`config.mk`:
```
export PLATFORM = sky130hd
export DESIGN_NAME = sync_fifo
export DESIGN_NICKNAME = d
export VERILOG_FILES = /design/src/rtl/sync_fifo.sv
export SDC_FILE = /design/constraint.sdc
export NUM_CORES = 1
export LEC_CHECK = 0
export CORE_MARGIN = 1
export CORE_UTILIZATION = 53
export DETAILED_ROUTE_END_ITERATION = 8
export PLACE_DENSITY = 0.73
export RECOVER_POWER = 25
export SLEW_MARGIN = 20
export SYNTH_ARGS = -nofsm -noshare
export SYNTH_HDL_FRONTEND = slang
export SYNTH_SLANG_ARGS = --single-unit
```
`constraint.sdc`:
```
create_clock -name clk -period 12.14 [get_ports clk]
set_input_delay 3.642 -clock clk [delete_from_list [all_inputs] [get_ports clk]]
set_output_delay 3.642 -clock clk [all_outputs]
set_load 0.02 [all_outputs]
```
`src/rtl/sync_fifo.sv`:
```
// Single-clock first-word-fall-through FIFO with occupancy level and almost-full/almost-empty flags.
// Optional sticky overflow/underflow flags are compiled in with `define SYNC_FIFO_ERR_FLAGS_EN.
module sync_fifo #(
    parameter int ADDRSIZE  = 3,
    parameter int DATASIZE  = 32,
    parameter int MEM_TYPE  = 0,
    parameter int AF_THRESH = (1 << ADDRSIZE) - 1,
    parameter int AE_THRESH = 1
) (
    input  logic                clk,
    input  logic                reset,
    input  logic                wr,
    input  logic [DATASIZE-1:0] wr_data,
    output logic                wr_full,
    input  logic                rd,
    output logic [DATASIZE-1:0] rd_data,
    output logic                rd_empty,
    output logic [ADDRSIZE:0]   level,
    output logic                almost_full,
`ifdef SYNC_FIFO_ERR_FLAGS_EN
    input  logic                err_clr,
    output logic                overflow,
    output logic                underflow,
`endif
    output logic                almost_empty
);

    localparam int                DEPTH     = 1 << ADDRSIZE;
    localparam logic [ADDRSIZE:0] DEPTH_CNT = (ADDRSIZE + 1)'(DEPTH);

    logic [ADDRSIZE:0] wr_ptr;
    logic [ADDRSIZE:0] rd_ptr;
    logic [ADDRSIZE:0] ram_used;
    logic              ram_empty;
    logic              wr_acc;
    logic              pop;
    logic              fetch;
    logic              ram_rd;

    // Pointers carry an extra wrap bit, so the difference is the RAM occupancy.
    assign ram_used  = wr_ptr - rd_ptr;
    assign wr_full   = (ram_used == DEPTH_CNT);
    assign ram_empty = (wr_ptr == rd_ptr);

    assign wr_acc = wr & ~wr_full;
    assign pop    = rd & ~rd_empty;
    assign fetch  = rd_empty | rd;
    assign ram_rd = fetch & ~ram_empty;

    always_ff @(posedge clk) begin
        if (reset) begin
            wr_ptr   <= '0;
            rd_ptr   <= '0;
            rd_empty <= 1'b1;
            level    <= '0;
        end else begin
            if (wr_acc) wr_ptr <= wr_ptr + 1'b1;
            if (ram_rd) rd_ptr <= rd_ptr + 1'b1;
            if (fetch)  rd_empty <= ram_empty;
            case ({wr_acc, pop})
                2'b10:   level <= level + 1'b1;
                2'b01:   level <= level - 1'b1;
                default: level <= level;
            endcase
        end
    end

    assign almost_full  = (32'(level) >= AF_THRESH);
    assign almost_empty = (32'(level) <= AE_THRESH);

    // The head register doubles as the RAM output register, which keeps block RAM inference intact.
    if (MEM_TYPE == 1) begin : g_bram
        (* ram_style = "block" *) logic [DATASIZE-1:0] mem [DEPTH];

        always_ff @(posedge clk) begin
            if (wr_acc & ~reset) mem[wr_ptr[ADDRSIZE-1:0]] <= wr_data;
            if (ram_rd)          rd_data <= mem[rd_ptr[ADDRSIZE-1:0]];
        end
    end else begin : g_dram
        (* ram_style = "distributed" *) logic [DATASIZE-1:0] mem [DEPTH];

        always_ff @(posedge clk) begin
            if (wr_acc & ~reset) mem[wr_ptr[ADDRSIZE-1:0]] <= wr_data;
            if (ram_rd)          rd_data <= mem[rd_ptr[ADDRSIZE-1:0]];
        end
    end

`ifdef SYNC_FIFO_ERR_FLAGS_EN
    // A new error in the clearing cycle wins over err_clr.
    always_ff @(posedge clk) begin
        if (reset) begin
            overflow  <= 1'b0;
            underflow <= 1'b0;
        end else begin
            if (wr & wr_full)     overflow <= 1'b1;
            else if (err_clr)     overflow <= 1'b0;
            if (rd & rd_empty)    underflow <= 1'b1;
            else if (err_clr)     underflow <= 1'b0;
        end
    end
`endif

endmodule
```
# Yosys cells after proc, flatten, opt, wreduce, memory -nomap -nowiden
# Memories as Yosys holds them, arrays and structs flattened. A register that Yosys moved wholly into a read port is not among the register bits.
# Cells that the tools add are included.
# op_classes
addsub	5
reduce_logical	1
bitwise_logic	9
order_cmp	2
muxes	3
n_eq_ne	4
# op_table
operator	n
adder 4 x 1 -> 4 bit, second input constant	3
one-hot mux 4 bit (2 select lines)	1
AND 1 bit	4
== test 4 bit	1
== test 4 bit, second input constant	1
>= comparator 4 x 3 -> 1 bit, second input constant	1
less-or-equal comparator 4 x 1 -> 1 bit, second input constant	1
inverter 1 bit	4
subtractor 4 x 1 -> 4 bit, second input constant	1
subtractor 4 bit	1
== test 2 x 1 -> 1 bit, second input constant	1
== test 2 bit, second input constant	1
2-to-1 mux 1 bit	2
nonzero test 2 bit	1
bitwise OR 1 bit	1
# word_totals
wordCells	29
ram_bits	256
mem_count	1
ff_bits	13
output_inout_bits	40
# memory_table
name	depth	width	read_ports	rd_clocked_by_memory_dff	wr	line	rtl
g_dram.mem	8	32	1	1	1	80	(* ram_style = "distributed" *) logic [DATASIZE-1:0] mem [DEPTH];

# Longest topological paths before layout
# logic_depth
ltp_word	7
mapped_depth	12
ltp_nobuf	10

# Least setup slack after synthesis
# OpenSTA, ideal clock, no wires.
# synth_path
kind	input to register
startpoint	input port reset
endpoint	memory g_dram.mem[6][0], enable pin
setup_ns	0.513
t_arrival_ns	7.229
setup_slack_ns	4.398
path_stages	2
cell_sequence	clkbuf_1 > nor4b_1
# synth_between
elab_chain_cells	4
# synth_rtl
element	line	rtl
start: declaration	11	input logic reset,
inverter 1 bit	83	if (wr_acc & ~reset) mem[wr_ptr[ADDRSIZE-1:0]] <= wr_data;
AND 1 bit	83	
2-to-1 mux 1 bit	83	
2-to-1 mux 1 bit (implied by the code)	83	
end: declaration	80	
# No other way between the ends.

# Worst setup path after layout
# layout_path
startpoint	register rd_ptr[2]
endpoint	output port wr_full
# layout_between
elab_chain_cells	2
# layout_rtl
element	line	rtl
start: declaration	32	logic [ADDRSIZE:0] rd_ptr;
start signal: assignment	58	if (ram_rd) rd_ptr <= rd_ptr + 1'b1;
subtractor 4 bit	41	assign ram_used = wr_ptr - rd_ptr;
== test 4 bit	42	assign wr_full = (ram_used == DEPTH_CNT);
end: declaration	14	output logic wr_full,
# No other way between the ends.

==> summary.md <==
After floorplanning, the core was sized to cover 21100 um2. Setup repair after global routing left no endpoint under its margin. Largest area contributor in the synthesized netlist: edfxtp_1. The first-pass iteration count of the detailed router was 4. Worst setup margin: 4.28 ns. In this run the tightest slew margin relative to its limit is -27.5%.

After detailed routing, the number of remaining DRC violations is 0. Per-cell via count in the routed design: 5.63. In this run the critical register-to-register path is launched from rd_ptr[2]$_SDFFE_PP0P_. The worst hold path terminates at wr_ptr[3]$_SDFFE_PP0P_.

The post-route clock skew is 0.0144 ns. Counting flops with an async set or reset pin after synthesis yields a share of 0%. Entering global routing, the biggest net connects 67 pins. The met2 layer usage reported by global route was 34.1%.

TritonCTS built the clock tree. The tightest hold path in the finished design has a slack of 0.524 ns. The run gives 20300 um as the total wirelength of the detailed-routed design. The flow ran to the end, but the final reports show violations. For this run, the post-layout net count is 712. Endpoint of the lowest-slack register-to-register path: g_dram.mem[3][30]$_DFFE_PP_.

The logs give 25.5% for the met1 track demand over resource and 0 for the buffers inserted during post-CTS setup optimization. The half-perimeter wire length after placement is 11400 um, and the total number of H-tree levels is 1. STA classifies the critical path endpoint as an output port. The tools report the diode insertion count for antenna repair as 0. The shortest clock period the worst path allows after layout was 7.86 ns.

Among all cell types in the netlist, the one instantiated most often is edfxtp_1. The critical path data arrival time is 4.22 ns, and the count of final setup violators is 0. The synthesized design contains 301 register bits. Peak-usage layer in the global routing report: met2.

The power density of the placed cells is 223 nW/um2, and the width of the die is 149 um. The cell sitting at the root of the clock tree is a clkbuf_16. The gate count of the mapped netlist is 574.

Global routing consumed, over all layers together, 19.5% of the routing resources. The largest driver fanout on the critical path was 34; the clock latency of the later-clocked register in the worst-skew pair was 0.55 ns. In this run the worst hold path is classified as reg2reg. The number of standard-cell rows in the floorplan was 53; the number of antenna violations at the first check in global routing was 0. Across the run, the number of max-cap violations was 2. For the first-pass GRT wire length, the log shows 32200 um.

The count of nets left with antenna violations once routing finished came out at 0. The worst hold path passes through 2 cells. Based on the critical path, the design can be clocked at up to 0.127 GHz. For this run, the register share of the synthesized area comes to 77.9%. The predominant post-synthesis flop cell is edfxtp_1. The number of hold buffers added after CTS was 0. The tools report the first-iteration detailed-routing DRC count as 378. Ranked by total cell area, the synthesized netlist is headed by edfxtp_1, mux4_2, nand2_1. After synthesis, the netlist uses 41 different library cells. The final critical-path share of the clock period works out to 64.8%.

After synthesis the cells add up to 11400 um2. The critical path class was reg2out. During placement, the flow inserted port buffers numbering 75.

The startpoint type of the worst setup path was a flop. Dividing the detail-routed wire length by the instance count gives 21.1 um. For the pin with the worst max-slew slack, the measured transition is 1.91 ns. The number of global-route vias before repair is 5816, and the number of synthesized flops with an enable pin is 288. The vertical die dimension was 149 um; the setup TNS was 0 ns.

Measured in cells, the most critical reg-to-reg path has a length of 8. Remaining global-route overflow: 0. For this design the static power due to leakage is 4.34 nW. For the number of buffers created by CTS, the log shows 29. For this run, global-route usage on met3 was measured as 2.57%.

The floorplan die area was 22200 um2. The run gives 0 as the number of hold-slack violations in the final timing report. The number of max-slew violations in the final report was 69.

Counting along the longest clock path gives a buffer depth of 3. The fraction of final layout cells sized beyond drive strength 1 was 18.3%; the layout overhead on the synthesized area was 17.4%. The required time of the critical path is 8.50 ns, and the count of yosys warnings during synthesis is 0.

The average instance area after synthesis came out at 19.9 um2. In this run the count of I/O pins placed on the die edge is 76. The share of synthesized area in the top cell type comes to 75.6%. Clock net sink count: 301. Power comes to 2.99 mW. Launch point of the worst hold path: wr_ptr[3]$_SDFFE_PP0P_.

After synthesis, the most frequently instantiated cells are edfxtp_1, nand2_1, mux4_2. The slack of the worst reg-to-reg path is 7.47 ns. The tools report the last weighted congestion value of the routability-driven placer as 0.777.

The tools report the synthesized netlist net count as 619. Before CTS, the worst setup slack after placement is 5.48 ns. Once the clock tree was built, the resizer swapped 0 gates to a different size. Clock-pin slew was measured on the worst setup and hold paths at 0.06 ns. For the initial cell density of the core, the log shows 54.2%. The final reports fail on capacitance limit, slew limit.

The tools report the startpoint of the most critical setup path as rd_ptr[2]$_SDFFE_PP0P_. The via count came out at 5420. The maximum vdd ir drop is 0.000134 V.
-- cell usage in the layout, fill, tap and decap left out, types with 7 or more instances in the layout --
| master | n |
|---|---|
| xnor2_1 | 7 |
| clkdlybuf4s50_1 | 58 |
| nor2_1 | 14 |
| nand2_1 | 101 |
| mux4_2 | 64 |
| clkinv_1 | 7 |
| buf_4 | 11 |
| clkbuf_16 | 29 |
| edfxtp_1 | 288 |
| clkbuf_1 | 12 |
| ha_1 | 9 |
| dfxtp_1 | 11 |
| dlygate4sd3_1 | 17 |
-- report_power, final --
group / internal (mW) / switching [mW] / total [mW]
Sequential: 1.31 / 0.0668 / 1.38
Combinational: 0.376 / 0.442 / 0.818
Clock: 0.440 / 0.354 / 0.795
Total: 2.13 / 0.863 / 2.99
-- critical path: stages (launching register included) --
cell	delay (ns)
dfxtp_1	1.39
clkinv_1	0.31
ha_1	0.53
nand3b_1	0.18
and3b_1	0.25
or2_2	0.30
nor2_1	0.11
clkdlybuf4s50_1	0.61
-- sequential cells by signal, summed over array words and instances (netlist names) --
register,cells
g_dram.mem,256
level,4
rd_data,32
rd_empty,1
rd_ptr,4
wr_ptr,4
-- per-layer routing --
layer  part of all wire [%]  vias to the layer above
met5                      0                        -
li1                       -                     2461
met1                     41                     2755
met3                    5.6                       39
met4                    2.2                        0
met2                     51                      165
-- final cells by class --
cell class | instances | area (um2)
clock buffers | 40 | 767
fillers | 1408 | 7660
repair buffers | 87 | 837
multi-input cells | 243 | 2480
clock inverters | 11 | 65.1
well taps | 275 | 344
inverters | 5 | 18.8
flip-flops and latches | 301 | 8910
-- worst max path at each step --
stage	to	slack, ns
final	wr_full	4.28
after global routing	wr_full	4.06
after CTS	wr_full	4.88
after detailed placement	wr_full	5.48
after global placement	g_dram.mem[3][2]$_DFFE_PP_	5.49
after floorplan	g_dram.mem[6][0]$_DFFE_PP_	4.40
-- logic make-up after synthesis --
| kind of cell | count (synthesis) | synth area share (%) |
|---|---|---|
| muxes | 65 | 12.7 |
| xor gates and xnor gates | 11 | 0.842 |
| adders and majority gates | 9 | 0.984 |
| DFF | 301 | 77.9 |
| and+or+nand+nor | 143 | 5.46 |
| AOI/OAI and AO/OA | 15 | 1.07 |
| buffers and inverters | 30 | 1.07 |
-- stage by stage --
| stage | area (um2) | instances | util, % |
|---|---|---|---|
| floorplan | 11400 | 574 | - |
| global placement | 12600 | 911 | 59.7 |
| detailed placement | 12600 | 911 | 59.8 |
| CTS | 13400 | 962 | 63.7 |
| global route | 13400 | 962 | 63.7 |
| finish | 13400 | 962 | 63.7 |
(Power assumes the default switching activity.)
